### config.mk
export PLATFORM = sky130hd
export DESIGN_NAME = fifo_wptr_full
export DESIGN_NICKNAME = d
export VERILOG_FILES = /design/src/rtl/fifo_pkg.sv /design/src/rtl/fifo_gray2bin.sv /design/src/rtl/fifo_wptr_full.sv
export SDC_FILE = /design/constraint.sdc
export NUM_CORES = 1
export LEC_CHECK = 0
export CAP_MARGIN = 20
export CELL_PAD_IN_SITES_DETAIL_PLACEMENT = 2
export CELL_PAD_IN_SITES_GLOBAL_PLACEMENT = 2
export CORE_UTILIZATION = 28
export DETAILED_ROUTE_END_ITERATION = 8
export PLACE_DENSITY_LB_ADDON = 0.3
export SETUP_SLACK_MARGIN = 0.05
export SYNTH_ARGS = -nofsm -noshare
export SYNTH_HDL_FRONTEND = slang
export SYNTH_SLANG_ARGS = --single-unit
### constraint.sdc
create_clock -name CLK_Src -period 3.6 [get_ports CLK_Src]
set_input_delay 0.54 -clock CLK_Src [delete_from_list [all_inputs] [get_ports CLK_Src]]
set_output_delay 0.54 -clock CLK_Src [all_outputs]
set_load 0.1 [all_outputs]
### src/rtl/fifo_pkg.sv
// Shared constants and pointer-coding helpers for the asynchronous FIFO pointer blocks.
package fifo_pkg;

  localparam int unsigned ADDR_WIDTH_DEF = 3;
  localparam int unsigned PTR_W          = ADDR_WIDTH_DEF + 1;

  // Helpers work on 32-bit zero-extended values so any pointer width up to 32 can use them.
  function automatic logic [31:0] bin2gray(input logic [31:0] b);
    return b ^ (b >> 1);
  endfunction

  function automatic logic [31:0] gray2bin(input logic [31:0] g);
    logic [31:0] b;
    b = g;
    for (int unsigned i = 1; i < 32; i++) begin
      b = b ^ (g >> i);
    end
    return b;
  endfunction

endpackage

### src/rtl/fifo_gray2bin.sv
// Combinational Gray-to-binary conversion as an MSB-first XOR prefix chain.
module fifo_gray2bin #(
  parameter int unsigned WIDTH = 4
) (
  input  logic [WIDTH-1:0] gray,
  output logic [WIDTH-1:0] bin
);

  always_comb begin
    bin            = '0;
    bin[WIDTH-1]   = gray[WIDTH-1];
    for (int unsigned i = 1; i < WIDTH; i++) begin
      bin[WIDTH-1-i] = bin[WIDTH-i] ^ gray[WIDTH-1-i];
    end
  end

endmodule

### src/rtl/fifo_wptr_full.sv
// Write-side pointer, full/almost-full, fill level and sticky overflow for the async FIFO.
module fifo_wptr_full
  import fifo_pkg::*;
#(
  parameter int unsigned ADDR_WIDTH     = 3,
  parameter int unsigned ALMOST_FULL_TH = 6
) (
  input  logic                  CLK_Src,
  input  logic                  RST_Src,
  input  logic                  W_INC,
  input  logic [ADDR_WIDTH:0]   RPTR_SYNC,
  input  logic                  OVF_CLR,
  output logic                  W_EN,
  output logic [ADDR_WIDTH-1:0] W_ADDR,
  output logic [ADDR_WIDTH:0]   WPTR,
  output logic                  FULL,
  output logic                  ALMOST_FULL,
  output logic [ADDR_WIDTH:0]   FILL_LEVEL,
  output logic                  OVERFLOW
);

  localparam int unsigned PW = ADDR_WIDTH + 1;

  logic [PW-1:0] wbin;
  logic [PW-1:0] wbin_next;
  logic [PW-1:0] wgray_next;
  logic [PW-1:0] rbin;
  logic [PW-1:0] full_cmp;
  logic [PW-1:0] fill_next;
  logic          accept;
  logic          af_next;

  assign accept     = W_INC & ~FULL;
  assign W_EN       = accept;
  assign wbin_next  = wbin + PW'(accept);
  assign wgray_next = PW'(bin2gray(32'(wbin_next)));

  fifo_gray2bin #(.WIDTH(PW)) u_rptr_g2b (
    .gray (RPTR_SYNC),
    .bin  (rbin)
  );

  // Full when the write pointer is exactly one lap ahead: Gray form flips the top two bits.
  assign full_cmp  = RPTR_SYNC ^ (PW'(3) << (PW - 2));
  assign fill_next = wbin_next - rbin;
  assign af_next   = (32'(fill_next) >= ALMOST_FULL_TH);

  always_ff @(posedge CLK_Src) begin
    if (RST_Src) begin
      wbin        <= '0;
      WPTR        <= '0;
      W_ADDR      <= '0;
      FULL        <= 1'b0;
      ALMOST_FULL <= 1'b0;
      FILL_LEVEL  <= '0;
      OVERFLOW    <= 1'b0;
    end else begin
      wbin        <= wbin_next;
      WPTR        <= wgray_next;
      W_ADDR      <= wbin_next[ADDR_WIDTH-1:0];
      FULL        <= (wgray_next == full_cmp);
      ALMOST_FULL <= af_next;
      FILL_LEVEL  <= fill_next;
      if (W_INC & FULL) begin
        OVERFLOW <= 1'b1;
      end else if (OVF_CLR) begin
        OVERFLOW <= 1'b0;
      end
    end
  end

endmodule

==> results of run 1 <==
## state kept, by name, indices dropped and copies added (netlist names)
signal       count
FILL_LEVEL       4
wbin             1
OVERFLOW         1
FULL             1
W_ADDR           2
ALMOST_FULL      1
WPTR             4
## Yosys cell counts (2+ instances only)
master and number:
and2_1 3, ha_1 5, nor2_1 8, inv_1 7, a21oi_1 2, clkbuf_1 2, nand2b_1 2, dfxtp_1 14
xor2_1 5, xnor2_1 9, nor2b_1 3
## power by group
| group | internal (mW) | switching (mW) |
|---|---|---|
| sequential | 0.177 | 0.00708 |
| combinational | 0.0909 | 0.234 |
| clock | 0.0388 | 0.0497 |
## critical path, delay by kind of cell
kind	cells	cell delay, ns
xor gates and xnor gates	1	0.34
adders and majority gates	3	0.70
and+or+nand+nor	2	0.33
AOI/OAI and AO/OA	2	0.61
buffers and inverters	2	0.54
## logic make-up (layout without fill, tap and decap cells)
logic type      after synthesis  after routing  share of synthesized area
compound gates               10             10                      0.111
mux                           1              1                     0.0137
flops                        14             14                      0.384
buf+inv                       9             32                     0.0462
fa+ha+maj                     5              5                     0.0856
xor+xnor                     15             15                      0.200
simple gates                 22             22                      0.159
## stage by stage
| step | instance area (µm²) | total power, mW | util |
|---|---|---|---|
| floorplan | 733 | 0.437 | - |
| global placement | 981 | 0.506 | 0.396 |
| detailed placement | 981 | 0.512 | 0.396 |
| CTS | 1000 | 0.606 | 0.405 |
| global route | 1000 | 0.629 | 0.405 |
| finish | 1000 | 0.597 | 0.405 |
## worst max path at each step
stage / endpoint / slack (ns) / cells past startpoint
4_1_cts: FILL_LEVEL[3] / 0.73 / 10
5_1_grt: FILL_LEVEL[3] / 0.53 / 10
2_1_floorplan: FILL_LEVEL[3] / 0.07 / 9
3_3_place_gp: FILL_LEVEL[3] / 0.57 / 10
3_5_place_dp: FILL_LEVEL[3] / 0.45 / 10
6_report: FILL_LEVEL[3] / 0.75 / 10
## cell type report
type	instances	area, µm²	area share
clock buffer	3	22.5	0.0224
inverter	7	26.3	0.0262
multi-input combinational	53	419	0.418
sequential	14	280	0.279
tap	30	37.5	0.0374
timing repair buffer	22	218	0.217
## layer usage
layer | vias up | GRT usage | routed length (µm)
li1 | 297 | - | -
met1 | 299 | 0.174 | 781
met2 | 17 | 0.241 | 865
met3 | 5 | 0.0287 | 82
met4 | 0 | 0.118 | 65
met5 | - | 0 | 0
==> qor.csv, run 1 <==
metric,value,unit
vias in the first global route,634,
largest stage delay on the critical path,0.47,ns
min cycle time layout,2.85,ns
"Seq/Total Area, Yosys",0.384,
pwr/cell area,595,nW/µm²
WL final,1800,µm
critical setup path kind,input pin to register,
initial DRC count,2,
post-synth top area cell,dfxtp_1,
nets@finish,114,
"Endpoint, Worst Hold",OVERFLOW,
Final HPWL DP,1390,µm
Antenna Violating Nets Remaining,0,
Worst VDD drop,0.352,mV
Mapped Area,731,µm²
Hold Path Origin,OVERFLOW,
"reg-to-reg slack, setup",1.17,ns
via-per-instance ratio,4.79,
synth top area cells,"dfxtp_1 (38%), xnor2_1 (11%), ha_1 (8.6%)",
static leakage,0.417,nW
RR Startpoint,FULL,
# DRC,0,
CP startpoint kind,input pin,
RSZ-0062 raised after global routing,false,
CTS Hold Buffers Added,0,
Post-synth ARST share,0,
R2R depth,9,
"commonest non-fill, non-tap cell in the layout",clkdlybuf4s50_1,
final non-filler cell total,129,
final hold slack,0.478,ns
latest clock arrival within the worst-skew pair,0.28,ns
PnR worst setup slack,0.751,ns
Synthesis Warnings,0,
largest net degree at the start of global routing,13,
Post-synth EDFFs,0,
fmax,0.351,GHz
#FFs+latches synth,14,
Bufs on Longest Clock Path,2,
initial core utilization,0.295,
dpl ws,0.446,ns
Crit. Startpoint,W_INC,
share of layout cells above drive strength 1,0.0909,
first-pass GRT wire length,2860,µm
die width,53.1,µm
"commonest cells after routing, fill and taps aside","clkdlybuf4s50_1 (21), dfxtp_1 (14), xnor2_1 (9)",
CTS tree,built,
final hold viol count,0,
worst slew pin tran,0.966,ns
CTS buffer count,3,
hold depth,2,
antenna violations before repair,0,
io pins,23,
core area,2480,µm²
worst-path maximum fanout,5,
RePlAce Congestion,0.902,
cts repair resizes,0,
period utilisation layout,0.791,
total gr overflow,0,
htree depth,1,
max-slew violations,0,
CP cell instances,clkdlybuf4s50_1 > nor2b_2 > ha_1 > ha_1 > xor2_1 > ha_1 > inv_1 > a2111o_1 > a311oi_1 > or2_2,
setup TNS,0,ns
Clock Skew,0.00440,ns
Avg Inst Size Synth,9.61,µm²
Slew HR,0.354,
outcome,completed,
Layout area overhead,37.3,%
"Net Count, Synth",89,
placed cells,126,
final setup vio count,0,
total track usage,0.151,
"Data required, critical path",3.83,ns
CTS clock-pin slew for the worst setup and hold paths,0.08,ns
vias,618,
Max Cap Violations,0,
drt wl/cell,13.9,µm
"Primary FF master, synth",dfxtp_1,
number of filler cells placed in the layout,282,
Cells after Synth,76,
CTS root buf,clkbuf_4,
Core Rows,18,
top-area cell type share of the netlist area,0.384,
PortBufs,22,
CTS Sinks,14,
"Arr. time, crit path",3.08,ns
DRT Pass-1 Iters,4,
cell repeated most along the worst path,ha_1,
Slowest cell on crit path,clkdlybuf4s50_1,
setup bufs post-CTS,0,
ANT cells,0,
DIE AREA,2820,µm²
Worst Setup End Kind,register,
Die H,53.1,µm
worst r2r dst,FILL_LEVEL[3],
Synth cell types,27,
HP Class,register to register,
Note: power is estimated with default switching activity, not from simulation.
==> run 2: changes to the inputs <==
--- a/config.mk
+++ b/config.mk
@@ -8,7 +8,7 @@
 export CAP_MARGIN = 20
 export CELL_PAD_IN_SITES_DETAIL_PLACEMENT = 2
 export CELL_PAD_IN_SITES_GLOBAL_PLACEMENT = 2
-export CORE_UTILIZATION = 28
+export CORE_UTILIZATION = 26
 export DETAILED_ROUTE_END_ITERATION = 8
 export PLACE_DENSITY_LB_ADDON = 0.3
 export SETUP_SLACK_MARGIN = 0.05
==> constraint.sdc (replaced) <==
create_clock -name CLK_Src -period 2.85 [get_ports CLK_Src]
set_input_delay 0.4275 -clock CLK_Src [delete_from_list [all_inputs] [get_ports CLK_Src]]
set_output_delay 0.4275 -clock CLK_Src [all_outputs]
set_load 0.1 [all_outputs]
==> qor.csv, run 2 (synthesis gave the netlist of run 1 again) <==
metric,value,unit,change
"Endpoint, Worst Hold",OVERFLOW,,unchanged
io pins,23,,unchanged
initial core utilization,0.285,,was 0.295
largest stage delay on the critical path,0.42,ns,was 0.47 ns
first-pass GRT wire length,3210,µm,was 2860 µm
vias,632,,was 618
min cycle time layout,2.56,ns,
total track usage,0.160,,was 0.151
initial DRC count,4,,was 2
worst r2r dst,FILL_LEVEL[3],,unchanged
final hold viol count,0,,unchanged
final setup vio count,0,,unchanged
Antenna Violating Nets Remaining,0,,unchanged
# DRC,0,,unchanged
Core Rows,18,,unchanged
Worst VDD drop,0.422,mV,was 0.352 mV
Buf/Inv on CP,2,,unchanged
hold depth,2,,unchanged
Max Cap Violations,0,,unchanged
CTS Sinks,14,,unchanged
CTS tree,built,,unchanged
Bufs on Longest Clock Path,2,,unchanged
PortBufs,22,,unchanged
gr busiest metal,met2,,unchanged
placed cells,132,,was 126
cell repeated most along the worst path,ha_1,,unchanged
GRT met1 Usage,0.190,,was 0.174
HP Class,register to register,,unchanged
ANT cells,0,,unchanged
CP cell instances,clkdlybuf4s50_1 > nor2b_4 > ha_4 > ha_1 > xor2_1 > ha_1 > inv_1 > a2111o_1 > a311oi_1 > or2_2,,was clkdlybuf4s50_1 > nor2b_2 > ha_1 > ha_1 > xor2_1 > ha_1 > inv_1 > a2111o_1 > a311oi_1 > or2_2
DIE AREA,3030,µm²,was 2820 µm²
RR Startpoint,FULL,,unchanged
DRT Pass-1 Iters,4,,unchanged
worst-path maximum fanout,4,,was 5
static leakage,0.477,nW,was 0.417 nW
CTS clock-pin slew for the worst setup and hold paths,0.08,ns,about the same
outcome,completed,,unchanged
critical path's top delay family,adder cells,,unchanged
period utilisation layout,0.897,,
CTS buffer count,3,,unchanged
"commonest non-fill, non-tap cell in the layout",buf_4,,was clkdlybuf4s50_1
top flop regs,"FILL_LEVEL: 4 flops, WPTR: 4 flops, W_ADDR: 2 flops",,unchanged
grt met3 use,0.0492,,was 0.0287
latest clock arrival within the worst-skew pair,0.28,ns,about the same
htree depth,1,,unchanged
Worst Setup End Kind,register,,unchanged
Die H,55.0,µm,was 53.1 µm
"Data required, critical path",3.08,ns,was 3.83 ns
Clock Skew,0.00616,ns,was 0.00440 ns
drt wl/cell,14.3,µm,was 13.9 µm
CP startpoint kind,input pin,,unchanged
worst slew pin tran,0.490,ns,was 0.966 ns
Hold Path Origin,OVERFLOW,,unchanged
total gr overflow,0,,unchanged
antenna violations before repair,0,,unchanged
cts repair resizes,0,,unchanged
CTS root buf,clkbuf_4,,unchanged
WL final,1950,µm,was 1800 µm
"commonest cells after routing, fill and taps aside","buf_4 (21), dfxtp_1 (13), xnor2_1 (9)",,"was clkdlybuf4s50_1 (21), dfxtp_1 (14), xnor2_1 (9)"
Layout area overhead,42.1,%,was 37.3%
R2R depth,9,,unchanged
final non-filler cell total,136,,was 129
"Arr. time, crit path",2.79,ns,was 3.08 ns
setup TNS,0,ns,unchanged
setup bufs post-CTS,0,,unchanged
RSZ-0062 raised after global routing,false,,unchanged
share of layout cells above drive strength 1,0.292,,was 0.0909
vias in the first global route,720,,was 634
RePlAce Congestion,0.745,,was 0.902
nets@finish,120,,was 114
largest net degree at the start of global routing,13,,unchanged
Final HPWL DP,1560,µm,was 1390 µm
CTS Hold Buffers Added,0,,unchanged
critical setup path kind,input pin to register,,unchanged
GR Util met2,0.269,,was 0.241
Slowest cell on crit path,clkdlybuf4s50_1,,unchanged
pwr/cell area,738,nW/µm²,was 595 nW/µm²
via-per-instance ratio,4.65,,was 4.79
fmax,0.391,GHz,
Slew HR,0.672,,was 0.354
max-slew violations,0,,unchanged
core area,2570,µm²,was 2480 µm²
"reg-to-reg slack, setup",0.58,ns,was 1.17 ns
die width,55.0,µm,was 53.1 µm
## run 2: power breakdown
| group | leakage, nW | total [mW] | internal [mW] | switching [mW] |
|---|---|---|---|---|
| logic | 0.346 | 0.414 | 0.117 | 0.297 |
| registers | 0.116 | 0.234 | 0.223 | 0.0112 |
| clock network | 0.0150 | 0.119 | 0.0544 | 0.0645 |
| total | 0.477 | 0.767 | 0.394 | 0.372 |
## run 2: worst reg2reg max path: cells and delay by family, from the launching register on
kind | cells | cell delay [ns]
fa+ha+maj | 3 | 0.73
flops | 1 | 0.37
compound gates | 2 | 0.62
buf+inv | 1 | 0.09
xor+xnor | 1 | 0.18
simple gates | 2 | 0.22
## run 2: area by class of cell
class / count / area, µm²
Sequential cell: 14 / 284
Timing Repair Buffer: 28 / 228
Clock buffer: 4 / 26.3
Inverter: 7 / 26.3
Multi-Input combinational cell: 53 / 437
Fill cell: 291 / 1530
Tap cell: 30 / 37.5
## run 2: how the worst max path moves through the flow
stage / start / endpoint / slack (ns) / cells after the start
finish: W_INC / FILL_LEVEL[3] / 0.29 / 10
global route: W_INC / FILL_LEVEL[3] / 0.15 / 10
global placement: W_INC / FILL_LEVEL[3] / 0.10 / 10
floorplan: FULL / FILL_LEVEL[3] / 0.06 / 9
CTS: W_INC / FILL_LEVEL[3] / 0.30 / 10
detailed placement: W_INC / FILL_LEVEL[3] / -0.002 / 10
## run 2: per-stage QoR
step | power (mW) | util | setup slack [ns] | area (µm²) | hold WS, ns
final | 0.767 | 0.404 | 0.294 | 1040 | 0.502
after global routing | 0.816 | 0.404 | 0.153 | 1040 | 0.536
after CTS | 0.783 | 0.404 | 0.300 | 1040 | 0.519
after detailed placement | 0.656 | 0.394 | -0.00167 | 1010 | 0.502
after global placement | 0.646 | 0.394 | 0.101 | 1010 | 0.457
after floorplan | 0.557 | - | 0.0644 | 754 | 0.511
## run 2: routing by layer
layer  share of wire  vias up
met2            0.51       17
met4           0.012        0
li1                -      310
met3           0.046        3
met1            0.43      302
met5               0        -
